<file path="src/rtl/dot_accel_pkg.sv">
// dot_accel_pkg: register map, FSM states and fixed-point defaults for dot_accel
package dot_accel_pkg;
  localparam int FRAC_BITS_DEF = 16;
  localparam logic [2:0] REG_CTRL   = 3'd0;
  localparam logic [2:0] REG_WBASE  = 3'd1;
  localparam logic [2:0] REG_ABASE  = 3'd2;
  localparam logic [2:0] REG_BIAS   = 3'd3;
  localparam logic [2:0] REG_OUT    = 3'd4;
  localparam logic [2:0] REG_LEN    = 3'd5;
  localparam logic [2:0] REG_RELU   = 3'd6;
  localparam logic [2:0] REG_RESULT = 3'd7;
  typedef enum logic [2:0] {S_IDLE, S_RD_W, S_WT_W, S_RD_A, S_WT_A, S_MAC, S_WR} state_t;
endpackage

</file>
<file path="src/rtl/dot_mac.sv">
// dot_mac: registered signed fixed-point multiply-accumulate with bias load
module dot_mac #(
  parameter int FRAC_BITS = 16
) (
  input  logic        clk,
  input  logic        reset,
  input  logic        load,
  input  logic        en,
  input  logic [31:0] bias,
  input  logic [31:0] w,
  input  logic [31:0] a,
  output logic [31:0] acc
);
  logic [31:0] acc_q, acc_d;
  logic signed [63:0] prod;
  always_comb begin
    prod = $signed(w) * $signed(a);
    acc_d = load ? bias : en ? acc_q + 32'(prod >>> FRAC_BITS) : acc_q;
  end
  always_ff @(posedge clk) acc_q <= reset ? '0 : acc_d;
  assign acc = acc_q;
endmodule

</file>
<file path="src/rtl/dot_accel.sv">
// dot_accel: Avalon-MM Q16.16 dot-product engine; optional output ReLU via DOT_ACCEL_RELU_EN
module dot_accel
  import dot_accel_pkg::*;
#(
  parameter int ADDR_W    = 32,
  parameter int FRAC_BITS = FRAC_BITS_DEF
) (
  input  logic              clk,
  input  logic              reset,
  input  logic [2:0]        slave_address,
  input  logic              slave_read,
  input  logic              slave_write,
  input  logic [31:0]       slave_writedata,
  output logic [31:0]       slave_readdata,
  output logic              slave_waitrequest,
  output logic [ADDR_W-1:0] master_address,
  output logic              master_read,
  output logic              master_write,
  output logic [31:0]       master_writedata,
  input  logic [31:0]       master_readdata,
  input  logic              master_readdatavalid,
  input  logic              master_waitrequest
);
  state_t      state_q, state_d;
  logic [31:0] index_q, index_d, w_q, w_d, a_q, a_d;
  logic [31:0] wbase_q, wbase_d, abase_q, abase_d, bias_q, bias_d;
  logic [31:0] oaddr_q, oaddr_d, len_q, len_d, result_q, result_d;
  logic [31:0] rdata_q, rdata_d, rd_val, acc, final_val;
  logic        busy, wr_acc, rd_acc, start;
  assign busy   = state_q != S_IDLE;
  assign wr_acc = slave_write && !busy;
  assign rd_acc = slave_read && !busy;
  assign start  = wr_acc && slave_address == REG_CTRL;
`ifdef DOT_ACCEL_RELU_EN
  logic relu_q, relu_d;
  assign relu_d    = (wr_acc && slave_address == REG_RELU) ? slave_writedata[0] : relu_q;
  assign final_val = (relu_q && acc[31]) ? '0 : acc;
  always_ff @(posedge clk) relu_q <= reset ? 1'b0 : relu_d;
`else
  assign final_val = acc;
`endif
  dot_mac #(.FRAC_BITS(FRAC_BITS)) u_mac (
    .clk(clk), .reset(reset), .load(start), .en(state_q == S_MAC),
    .bias(bias_q), .w(w_q), .a(a_q), .acc(acc)
  );
  always_comb begin
    state_d  = state_q;
    index_d  = index_q;
    w_d      = w_q;
    a_d      = a_q;
    wbase_d  = (wr_acc && slave_address == REG_WBASE) ? slave_writedata : wbase_q;
    abase_d  = (wr_acc && slave_address == REG_ABASE) ? slave_writedata : abase_q;
    bias_d   = (wr_acc && slave_address == REG_BIAS) ? slave_writedata : bias_q;
    oaddr_d  = (wr_acc && slave_address == REG_OUT) ? slave_writedata : oaddr_q;
    len_d    = (wr_acc && slave_address == REG_LEN) ? slave_writedata : len_q;
    result_d = (state_q == S_WR && !master_waitrequest) ? final_val : result_q;
    rd_val   = '0;
    case (slave_address)
      REG_CTRL:   rd_val = {31'b0, busy};
      REG_WBASE:  rd_val = wbase_q;
      REG_ABASE:  rd_val = abase_q;
      REG_BIAS:   rd_val = bias_q;
      REG_OUT:    rd_val = oaddr_q;
      REG_LEN:    rd_val = len_q;
`ifdef DOT_ACCEL_RELU_EN
      REG_RELU:   rd_val = {31'b0, relu_q};
`endif
      REG_RESULT: rd_val = result_q;
      default:    rd_val = '0;
    endcase
    rdata_d = rd_acc ? rd_val : rdata_q;
    case (state_q)
      S_IDLE: if (start) begin
        index_d = '0;
        state_d = (len_q == '0) ? S_WR : S_RD_W;
      end
      S_RD_W: if (!master_waitrequest) state_d = S_WT_W;
      S_WT_W: if (master_readdatavalid) begin
        w_d     = master_readdata;
        state_d = S_RD_A;
      end
      S_RD_A: if (!master_waitrequest) state_d = S_WT_A;
      S_WT_A: if (master_readdatavalid) begin
        a_d     = master_readdata;
        state_d = S_MAC;
      end
      S_MAC: begin
        index_d = index_q + 32'd1;
        state_d = (index_q + 32'd1 == len_q) ? S_WR : S_RD_W;
      end
      S_WR: if (!master_waitrequest) state_d = S_IDLE;
      default: state_d = S_IDLE;
    endcase
  end
  always_ff @(posedge clk) begin
    if (reset) begin
      state_q  <= S_IDLE;
      index_q  <= '0;
      w_q      <= '0;
      a_q      <= '0;
      wbase_q  <= '0;
      abase_q  <= '0;
      bias_q   <= '0;
      oaddr_q  <= '0;
      len_q    <= '0;
      result_q <= '0;
      rdata_q  <= '0;
    end else begin
      state_q  <= state_d;
      index_q  <= index_d;
      w_q      <= w_d;
      a_q      <= a_d;
      wbase_q  <= wbase_d;
      abase_q  <= abase_d;
      bias_q   <= bias_d;
      oaddr_q  <= oaddr_d;
      len_q    <= len_d;
      result_q <= result_d;
      rdata_q  <= rdata_d;
    end
  end
  // Master strobes and address decode straight from registered state, so they hold during waitrequest
  assign master_read       = state_q == S_RD_W || state_q == S_RD_A;
  assign master_write      = state_q == S_WR;
  assign master_address    = ADDR_W'(state_q == S_RD_W ? wbase_q + (index_q << 2) :
                                     state_q == S_RD_A ? abase_q + (index_q << 2) :
                                     state_q == S_WR   ? oaddr_q : 32'd0);
  assign master_writedata  = master_write ? final_val : '0;
  assign slave_readdata    = rdata_q;
  assign slave_waitrequest = busy;
endmodule

</file>
<file path="config.mk">
export PLATFORM = sky130hd
export DESIGN_NAME = dot_accel
export DESIGN_NICKNAME = d
export VERILOG_FILES = /design/src/rtl/dot_accel_pkg.sv /design/src/rtl/dot_mac.sv /design/src/rtl/dot_accel.sv
export SDC_FILE = /design/constraint.sdc
export NUM_CORES = 2
export LEC_CHECK = 0
export CORE_ASPECT_RATIO = 1.2
export CORE_MARGIN = 1
export CORE_UTILIZATION = 65
export CTS_CLUSTER_DIAMETER = 60
export DETAILED_ROUTE_END_ITERATION = 8
export HOLD_SLACK_MARGIN = 0.12
export PLACE_DENSITY_LB_ADDON = 0.08
export SKIP_LAST_GASP = 1
export SLEW_MARGIN = 20
export SYNTH_ARGS = -nofsm -noshare
export SYNTH_HDL_FRONTEND = slang
export SYNTH_SLANG_ARGS = --single-unit
</file>
<file path="constraint.sdc">
create_clock -name clk -period 24.9 [get_ports clk]
set_input_delay 7.47 -clock clk [delete_from_list [all_inputs] [get_ports clk]]
set_output_delay 7.47 -clock clk [all_outputs]
set_load 0.02 [all_outputs]
</file>
==> impl_metrics.json <==
{
  "wl_mm": 146.2,
  "arrival_ns": 5.11,
  "status": "finished, final reports clean",
  "antenna_found_initial": 12,
  "core_mm2": 0.07365,
  "hold_viol": 0,
  "yosys_warnings": 0,
  "met3_usage_pct": 7.175,
  "grt_max_degree": 136,
  "portBuffers": 171,
  "cts_resized": 0,
  "met1_usage_pct": 50.63,
  "yosys_most_used_dff": "dfxtp_1",
  "power.density_mw_per_mm2": 28.47,
  "multiInputGateArea_mm2": 0.03690,
  "first_pass_iters": 9,
  "rsz0062_at_grt": "false",
  "post-route-min-period_ns": 12.58,
  "critPathKind": "register to output pin",
  "worst_pin_slew_ns": 1.033,
  "maxSlewViolCount": 0,
  "final_common_cell": "nand2_1",
  "initial_core_util_pct": 65.65,
  "cts.sinks": 355,
  "syn_avg_cell_area_um2": 8.441,
  "area_growth_pct": 7.955,
  "finalWorstSetupSlack_ns": 12.32,
  "clock-root-buffer": "clkbuf_16",
  "core.rowCount": 109,
  "cts_tree": "done",
  "synthCells": 5728,
  "post_drt_wl_per_cell_um": 21.91,
  "crit_fanout": 8,
  "synth-async-reset-ratio_pct": 0,
  "worstSkewPairLatency_ns": 0.61,
  "synthDistinctLibCells": 74,
  "setup-tns-final_ns": 0,
  "fmax_mhz": 79.46,
  "die_h_um": 300.8,
  "grt_use_total_pct": 39.75,
  "cts_buffers": 43,
  "gp_congestion": 0.9500,
  "most-common-layout-cells": "1017 x nand2_1, 841 x fa_1, 830 x inv_1",
  "end_kind": "output pin",
  "r2r_slack_ns": 14.00,
  "n_fill_cell": 5946,
  "grt_pass1_wl_mm": 231.0,
  "syn_nets": 6900,
  "dpl.hpwl_mm": 108.6,
  "top_usage_layer": "met2",
  "syn_area_mm2": 0.04835,
  "regArea_mm2": 0.007118,
  "cts_buffer_depth": 3,
  "post_cts_buffers": 0,
  "start_kind": "register",
  "ios": 172,
  "drtIter0Drc": 3542,
  "postRouteAntennaNets": 0,
  "clk_pin_slew_ns": 0.07,
  "clock_skew_ns": 0.04845,
  "post-route-period-util_pct": 50.54,
  "seq_area_frac_synth_pct": 14.70,
  "die-area_mm2": 0.07548,
  "cp.required_ns": 17.43,
  "drive_gt1_share_pct": 3.704,
  "post-route-drc-count": 0,
  "pre_cts_ws_ns": 12.99,
  "overflow": 0,
  "grt_pass1_vias": 41631,
  "die_x_um": 251.0,
  "vias_per_cell": 6.056,
  "synth_enable_flop_cells": 0,
  "ctsHoldBuffers": 0,
  "use_met2_pct": 66.15,
  "irDropWorstVdd_uv": 46.15,
  "vias": 40417,
  "setup_viol": 0,
  "p_leak_uw": 0.02387,
  "holdCritPathClass": "register to register",
  "max-cap-violations": 0,
  "htree_levels": 2,
  "final_net_count": 6862,
  "synth-seq-cells": 355,
  "slew_headroom_pct": 30.91
}
## area by class of cell
class | count | share of cell area (%)
sequential | 355 | 13.64
clock inverter | 21 | 0.5490
clock buffer | 58 | 2.285
antenna | 7 | 0.03356
tap | 943 | 2.261
multi-input combinational | 4202 | 70.70
inverter | 830 | 5.969
timing repair buffer | 258 | 4.564
## metrics by stage
step                      utilization, %  cells  total power [uW]  hold WS (ns)  area, um2
after floorplan                        -   5728             725.6        0.4360      48350
after CTS                          70.82   6666              1483        0.4551      52160
after global routing               70.85   6668              1525        0.4723      52180
final                              70.87   6674              1486        0.4551      52190
after detailed placement           68.81   6587             830.9        0.4468      50680
after global placement             68.81   6587             829.4        0.4421      50680
## kinds of logic (layout without fill, tap and decap cells)
group | Yosys count | count (layout) | synth area share (%)
multiplexers | 7 | 7 | 0.1449
flip-flops | 355 | 355 | 14.70
other | 0 | 7 | 0
XOR/XNOR | 188 | 188 | 3.406
buffers and inverters | 1171 | 1167 | 9.122
AND/OR/NAND/NOR | 1964 | 1964 | 19.36
AO/OA/AOI/OAI | 943 | 943 | 11.75
adder cells (fa/ha/maj) | 1100 | 1100 | 41.52
## critical path, stage by stage, from the launching register on
cell and delay (ns):
dfxtp_1 0.39, ha_1 0.26, inv_1 0.07, fa_1 0.20, nor2b_1 0.06, o21a_1 0.17
o21ai_0 0.51, a2111oi_0 0.23, buf_4 0.21, a211o_1 0.40, a31o_2 0.30, a21o_1 0.20
a2111oi_0 0.40, nor3_1 0.12, xnor2_1 0.14, o221ai_1 0.19, clkdlybuf4s50_1 0.65
## metal layers
metal	part of all wire [%]	wire length, um	vias up
li1	-	-	17812
met1	37	54830	20103
met2	48	69960	2017
met3	9.5	13900	473
met4	5.1	7459	12
met5	0.057	83	-
## flip-flops by register name (all words and copies together) (netlist names)
signal and count:
result_q 32, bias_q 32, w_q 32, wbase_q 32, abase_q 32, u_mac.acc 32
index_q 32, slave_readdata 32, oaddr_q 32, len_q 32, state_q 3, a_q 32
## report_power, final
| part | switching, uW | total [uW] | internal, uW |
|---|---|---|---|
| sequential | 25.0 | 607 | 582 |
| clock | 282 | 658 | 376 |
| combinational | 159 | 221 | 62.6 |
| total | 465 | 1490 | 1020 |
## worst paths after layout
kind	from	to	cells after the start
max	index_q[0]	master_address[24]	16
min	a_q[22]	a_q[22]	2
max reg2reg	w_q[16]	u_mac.acc[31]	35
min reg2reg	a_q[22]	a_q[22]	2
## cell usage after synthesis (61+ instances only)
cell	instances	area, um2
nand2_1	1019	3825
fa_1	841	16840
inv_1	830	3115
and2_1	549	3435
a21oi_1	460	2302
dfxtp_1	355	7107
clkbuf_1	332	1246
ha_1	258	3228
nor2_1	166	623.1
a22oi_1	127	953.4
xnor2_1	127	1112
o21ai_0	103	515.5
a21o_1	62	465.5
xor2_1	61	534.3
Power figures use the tool's default switching activity.
